===== src/rtl/tdc_code_averager.sv =====
// tdc_code_averager: thermometer-to-code encoder with batch mean/min/max and valid/ready result
// Ports:
//   clk, rst         clock, synchronous active-high reset
//   start            pulse: clear stats and begin a batch (ignored in DONE)
//   samp_valid/therm snapshot input, bit0 = first tap
//   busy             high while accumulating or draining
//   res_valid/ready  result handshake; res_mean/min/max are the batch statistics
//   drop             sticky flag for snapshots arriving outside accumulation
// Optional feature: define TDC_BUBBLE_FILTER_EN to majority-filter each snapshot before encoding.
module tdc_code_averager #(
    parameter int TAPS     = 64,
    parameter int LOG2_AVG = 4
) (
    input  logic                            clk,
    input  logic                            rst,
    input  logic                            start,
    input  logic                            samp_valid,
    input  logic [TAPS-1:0]                 therm,
    output logic                            busy,
    output logic                            res_valid,
    input  logic                            res_ready,
    output logic [$clog2(TAPS+1)-1:0]       res_mean,
    output logic [$clog2(TAPS+1)-1:0]       res_min,
    output logic [$clog2(TAPS+1)-1:0]       res_max,
    output logic                            drop
);
    localparam int CODE_W = $clog2(TAPS + 1);
    localparam int ACC_W  = CODE_W + LOG2_AVG;
    localparam int CNT_W  = LOG2_AVG + 1;
    localparam int N      = 1 << LOG2_AVG;

    typedef enum logic [1:0] {IDLE, ACC, DRAIN, DONE} state_t;

    state_t            state, state_n;
    logic [TAPS-1:0]   filt, s1_t;
    logic              s1_v, s2_v;
    logic [CODE_W-1:0] code, s2_code, mn, mx;
    logic [ACC_W-1:0]  acc, mean_full;
    logic [CNT_W-1:0]  cnt;
    logic              start_eff, accept, last;

`ifdef TDC_BUBBLE_FILTER_EN
    logic [TAPS+1:0] ext;
    assign ext = {1'b0, therm, 1'b1};
    for (genvar i = 0; i < TAPS; i++) begin : g_maj
        assign filt[i] = (ext[i] & ext[i+1]) | (ext[i] & ext[i+2]) | (ext[i+1] & ext[i+2]);
    end
`else
    assign filt = therm;
`endif

    // Count of leading ones from bit0: the lowest zero position wins.
    always_comb begin
        code = CODE_W'(TAPS);
        for (int i = TAPS - 1; i >= 0; i--)
            if (!s1_t[i]) code = CODE_W'(i);
    end

    assign start_eff = start && state != DONE;
    assign accept    = state == ACC && samp_valid && !start;
    assign last      = cnt == CNT_W'(N - 1);
    assign busy      = state == ACC || state == DRAIN;
    assign res_valid = state == DONE;
    assign mean_full = acc >> LOG2_AVG;

    always_comb begin
        state_n = state;
        if (start_eff)
            state_n = ACC;
        else if (accept && last)
            state_n = DRAIN;
        else if (state == DRAIN && !s1_v && !s2_v)
            state_n = DONE;
        else if (state == DONE && res_ready)
            state_n = IDLE;
    end

    always_ff @(posedge clk) begin
        if (rst) begin
            state    <= IDLE;
            s1_v     <= 1'b0;
            s2_v     <= 1'b0;
            s1_t     <= '0;
            s2_code  <= '0;
            acc      <= '0;
            cnt      <= '0;
            mn       <= CODE_W'(TAPS);
            mx       <= '0;
            drop     <= 1'b0;
            res_mean <= '0;
            res_min  <= CODE_W'(TAPS);
            res_max  <= '0;
        end else begin
            state <= state_n;
            s1_v  <= accept;
            s2_v  <= s1_v && !start_eff;
            if (accept)
                s1_t <= filt;
            if (s1_v)
                s2_code <= code;
            if (start_eff) begin
                acc <= '0;
                mn  <= CODE_W'(TAPS);
                mx  <= '0;
            end else if (s2_v) begin
                acc <= acc + ACC_W'(s2_code);
                mn  <= s2_code < mn ? s2_code : mn;
                mx  <= s2_code > mx ? s2_code : mx;
            end
            cnt  <= start_eff ? '0 : accept ? cnt + 1'b1 : cnt;
            drop <= start_eff ? 1'b0 : (samp_valid && state != ACC) ? 1'b1 : drop;
            if (state == DRAIN && state_n == DONE) begin
                res_mean <= mean_full[CODE_W-1:0];
                res_min  <= mn;
                res_max  <= mx;
            end
        end
    end
endmodule

===== config.mk =====
export PLATFORM = sky130hd
export DESIGN_NAME = tdc_code_averager
export DESIGN_NICKNAME = d
export VERILOG_FILES = /design/src/rtl/tdc_code_averager.sv
export SDC_FILE = /design/constraint.sdc
export NUM_CORES = 1
export LEC_CHECK = 0
export BUFFER_PORTS_ARGS = -buffer_cell sky130_fd_sc_hd__buf_2
export CELL_PAD_IN_SITES_DETAIL_PLACEMENT = 1
export CELL_PAD_IN_SITES_GLOBAL_PLACEMENT = 2
export CORE_ASPECT_RATIO = 1.2
export CORE_UTILIZATION = 35
export CTS_CLUSTER_DIAMETER = 40
export DETAILED_ROUTE_END_ITERATION = 8
export MAX_ROUTING_LAYER = met4
export PLACE_DENSITY_LB_ADDON = 0.1
export REMOVE_ABC_BUFFERS = 1
export SETUP_SLACK_MARGIN = 0.5
export SYNTH_ARGS = -nofsm -noshare
export SYNTH_HDL_FRONTEND = slang
export SYNTH_SLANG_ARGS = --single-unit

===== constraint.sdc =====
create_clock -name clk -period 5.52 [get_ports clk]
set_input_delay 0.828 -clock clk [delete_from_list [all_inputs] [get_ports clk]]
set_output_delay 0.828 -clock clk [all_outputs]
set_load 0.05 [all_outputs]

# Word-level counts from Yosys, hierarchy flattened
# Cells that the tools add are included.
# Widths: inputs -> output; s select.
op_classes:
  mux: 68
  bitwise: 0
  n_eq_ne: 7
  n_div: 0
  n_mul: 0
  shifts: 0
  n_reduce_logical: 18
  order_cmp: 2
  add_sub_neg: 2
op_table:
  columns: ["op", "count"]
  rows:
  - ["$mux 7", 64]
  - ["$add 11x7->11", 1]
  - ["$logic_and 1x1->1", 10]
  - ["$mux 2", 4]
  - ["$gt 7x7->1", 1]
  - ["$lt 7x7->1", 1]
  - ["$eq 2x2->1 const B", 3]
  - ["$add 5x1->5 const B", 1]
  - ["$eq 5x4->1 const B", 1]
  - ["$logic_not 1->1", 4]
  - ["$reduce_and 2->1", 2]
  - ["$eq 2x1->1 const B", 1]
  - ["$ne 2x1->1 const B", 1]
  - ["$ne 2x2->1 const B", 1]
  - ["$reduce_or 2->1", 1]
  - ["$logic_or 1x1->1", 1]
word_totals:
  rom_bits: 0
  register_bits: 127
  mem_count: 0
  ramBits: 0
  latch_bits: 0
  out_inout_bits: 24
  inputBits: 69

# Depth between registers and ports, before layout
logic_depth:
  depth_word: 64
  ltp_mapped: 10
  ltp_nobuf: 9

# Worst setup path before layout
# Ideal clock, no wire load.
synth_timing:
  kind: "input to register"
  start: "input start"
  end: "register res_max[1]"
  n_path_buf: 2
  t_arrival_ns: 2.018
  slack_ns: 3.375
  path_stages: 8
  setup_ns: 0.128
  required_ns: 5.392
  path_cell_list: "and3b_1 -> buf_4 -> a221o_1 -> nand2_1 -> nor3_4 -> buf_6 -> mux2i_1 -> nor2_1"
synth_via:
  elab_chain_len: 7
  elab_cells_between_ends: 8
  cone_classes: "eq/ne: 1; mux: 2; reduce/logical: 5"
synth_lines:
  columns: ["element", "line_no", "source"]
  rows:
  - ["start: declaration", "16", "input logic start,"]
  - ["$logic_not 1->1", "60", "assign accept = state == ACC && samp_valid && !start;"]
  - ["$logic_and 1x1->1", "60", null]
  - ["$logic_and 1x1->1", "70", "else if (accept && last)"]
  - ["$mux 2", "70", null]
  - ["$mux 2 *", "68", "if (start_eff)"]
  - ["$eq 2x2->1 *", "112", "if (state == DRAIN && state_n == DONE) begin"]
  - ["$logic_and 1x1->1 *", "112", null]
  - ["end signal: assignment", "115", "res_max <= mx;"]
  - ["end: declaration", "24", "output logic [$clog2(TAPS+1)-1:0] res_max,"]
# Mark *: on every way between the ends. The rest lies on a longest branch, timed or not.
# A chain may end at the register's enable or synchronous reset.

# Worst setup path in the final report
layout_timing:
  start: "register state[0]"
  end: "register res_min[6]"
layout_via:
  elab_chain_len: 8
  elab_cells_between_ends: 17
  cone_classes: "eq/ne: 5; mux: 4; reduce/logical: 8"
layout_lines:
  columns: ["element", "line_no", "source"]
  rows:
  - ["start: declaration", "34", "state_t state, state_n;"]
  - ["start signal: assignment", "94", "state <= state_n;"]
  - ["$eq 2x2->1 (tied with other cells)", "74", "else if (state == DONE && res_ready)"]
  - ["$logic_and 1x1->1, on equally long branches", "74, 60, 72", null]
  - ["$mux 2 (tied with other cells)", "74", null]
  - ["$mux 2 or $logic_and 1x1->1 (tied branches)", "72, 70", null]
  - ["$mux 2", "70", null]
  - ["$mux 2", "68", null]
  - ["$eq 2x2->1", "112", null]
  - ["$logic_and 1x1->1 *", "112", null]
  - ["end signal: assignment", "91", "res_min <= CODE_W'(TAPS);"]
  - ["end signal: assignment", "114", "res_min <= mn;"]
  - ["end: declaration", "23", "output logic [$clog2(TAPS+1)-1:0] res_min,"]
# Marks and branches as above.

==> results.sh <==
export IMPL_min_period_over_period_pct=49.6
export IMPL_yosysMostFrequentCell="nand2_1"
export IMPL_synth_edff_count=0
export IMPL_seq_area_um2=2540
export IMPL_yosys_area_top_type="dfxtp_1"
export IMPL_avgSynthCellArea_um2=8.04
export IMPL_critPathSlowestCell="buf_4"
export IMPL_ys_seq_area_share_pct=42.6
export IMPL_clk_latency_ns=0.42
export IMPL_power_mw=2.21
export IMPL_grt_ovfl_total=0
export IMPL_post_dp_hpwl_um=11700
export IMPL_synthTopCellsByCount="167 x nand2_1, 127 x dfxtp_1, 90 x a21oi_1"
export IMPL_cts_inserted_buffers=17
export IMPL_ctsHtreeMaxLevel=4
export IMPL_avgViaCountPerCell=5.10
export IMPL_worstPathRequired_ns=5.84
export IMPL_dominantRegCellSynth="dfxtp_1"
export IMPL_setup_viol=0
export IMPL_cts_resized=0
export IMPL_start_util_pct=36.2
export IMPL_antenna_found_initial=0
export IMPL_syn2layout_area_growth_pct=20.8
export IMPL_worstSetupPathType="register to register"
export IMPL_power_frac_comb_pct=3.7
export IMPL_clock_sinks=127
export IMPL_diodes=0
export IMPL_cp_max_fo=72
export IMPL_place_area_um2=6590
export IMPL_cts_clk_slew_worst_paths_ns=0.06
export IMPL_gp_congestion=0.776
export IMPL_worstHoldPathCells=1
export IMPL_multi_input_area_um2=3150
export IMPL_drive_above_1_share_pct=16.1
export IMPL_hold_ws_ns=0.467
export IMPL_dieArea_um2=17600
export IMPL_final_area_um2=7210
export IMPL_slew_viol_final=0
export IMPL_synth_cell_types=58
export IMPL_cts_root_buf="clkbuf_16"
export IMPL_fmax_mhz=365
export IMPL_tritoncts="done"
export IMPL_slew_headroom_pct=38.5
export IMPL_final_util_pct=43.8
export IMPL_ys_ff_latch=127
export IMPL_grt_max_degree=89
export IMPL_grt_usage_pct=20.3
export IMPL_p_sw_uw=493
export IMPL_firstDrtPassIters=4
export IMPL_seqPwrFrac_pct=42.9
export IMPL_synth_top_area_share_pct=42.6
export IMPL_fin_tns_setup_ns=0
export IMPL_layout_nets=921
export IMPL_p_leak_nw=2.58
export IMPL_via_count=5363
export IMPL_syn_inst=742
export IMPL_intPower_mw=1.72
export IMPL_core_um2=16500
export IMPL_hold_viol_final=0
export IMPL_drt_iter0_drc=125
export IMPL_async_flop_share_pct=0
export IMPL_critPathMaxStageDelay_ns=0.53
export IMPL_die_x_um=121
export IMPL_ff2ff_path_depth=9
export IMPL_hp_class="register to register"
export IMPL_rows=51
export IMPL_crit_path_start_kind="register"
export IMPL_status="complete, no violations"
export IMPL_drc=0
export IMPL_min_period_ns=2.74
export IMPL_max_clock_path_buffers=2
export IMPL_cap_violations=0
export IMPL_port_buffers=92
export IMPL_tightestPinTransition_ns=0.923
export IMPL_cp_arrival_ns=3.05
export IMPL_p_per_area_nw_per_um2=307
export IMPL_grt_pass1_vias=5775
export IMPL_n_fill_cell=2032
export IMPL_post_cts_buffers=0
export IMPL_ios=93
export IMPL_clock_power_share_pct=53.4
export IMPL_ir_drop_mv=0.182
export IMPL_wl_um=16100
export IMPL_cts_hold_buf=0
export IMPL_ant_nets=0
export IMPL_routedWlPerCell_um=15.4
export IMPL_critical_path_cell_chain="ha_1, and3b_2, buf_4, a221o_1, nand2_1, nor3_4, buf_4, nor2b_1, a211o_1"
export IMPL_netlist_area_um2=5960
export IMPL_grt_pass1_wl_um=27400
export IMPL_p_sw_share_pct=22.3
export IMPL_cpMostUsedCell="buf_4"
export IMPL_synth_area_top_cells="dfxtp_1 43%, nand2_1 11%, a21oi_1 7.6%"
export IMPL_fin_skew_ns=0.00711
export IMPL_rsz0062_at_grt="false"
export IMPL_yosys_warnings=0
export IMPL_crit_path_end_kind="register"
export IMPL_fp_dieH_um=145
registers in the layout (all words and copies together), names as in the netlist:
register	flops
s2_code	7
s2_v	1
cnt	5
res_mean	7
s1_v	1
acc	11
res_min	7
drop	1
state	2
mx	7
s1_t	64
res_max	7
mn	7
worst max-delay path: cells and delay by family, from the launching register on:
family,cells,cell delay [ns]
AO/OA/AOI/OAI,2,0.54
adder cells (fa/ha/maj),1,0.21
buffers and inverters,2,0.89
flip-flops,1,0.39
AND/OR/NAND/NOR,4,0.56
cell usage in the layout, fill, tap and decap left out, types with 12 or more instances in the layout:
master | synthesis | final
mux2i_1 | 37 | 37
ha_1 | 25 | 25
dfxtp_1 | 127 | 127
nand4_1 | 24 | 24
inv_1 | 35 | 35
buf_2 | 2 | 92
a21oi_1 | 90 | 90
nor2_1 | 64 | 64
nand2_1 | 167 | 167
clkbuf_16 | 0 | 17
nand3_1 | 12 | 12
o21ai_0 | 19 | 19
per-stage QoR:
step,worst slack (ns),std cells
finish,2.78,1051
global route,2.54,1051
detailed placement,2.36,1019
floorplan,1.62,710
CTS,2.72,1051
global placement,2.47,1019
cell type report:
cell class / count / share of cell area (%)
multi-input combinational: 547 / 43.7
sequential: 127 / 35.3
timing repair buffer: 97 / 6.91
clock buffer: 17 / 5.90
tap: 212 / 3.68
clock inverter: 15 / 2.69
inverter: 36 / 1.88
cells by family after synthesis:
logic type | share of synthesized area (%)
compound gates | 16.5
simple gates | 23.2
fa+ha+maj | 5.58
mux | 6.21
flops | 42.6
buf+inv | 4.64
xor+xnor | 1.18
routing by layer:
metal,vias to the layer above,GRT usage (%),part of all wire (%)
met2,67,38.3,56
met5,-,-,0
li1,2730,-,-
met1,2552,20.2,40
met3,14,3.77,2.5
met4,0,7.90,1.6
power groups by stage:
stage                     Clock, mW  Sequential [mW]  Combinational [mW]
after detailed placement          0            0.968              0.0843
after CTS                      1.21            0.948              0.0848
final                          1.18            0.948              0.0824
after global placement            0            0.967              0.0815
after global routing           1.25            0.950              0.0937
after floorplan                   0            0.964              0.0345
worst paths after layout:
kind                  from  slack [ns]         end
setup / recovery  state[0]        2.78  res_min[6]
hold / removal       mn[6]        0.47  res_min[6]
setup reg to reg  state[0]        2.78  res_min[6]
hold reg to reg      mn[6]        0.47  res_min[6]
No activity file was read; power rests on OpenSTA's default activity.
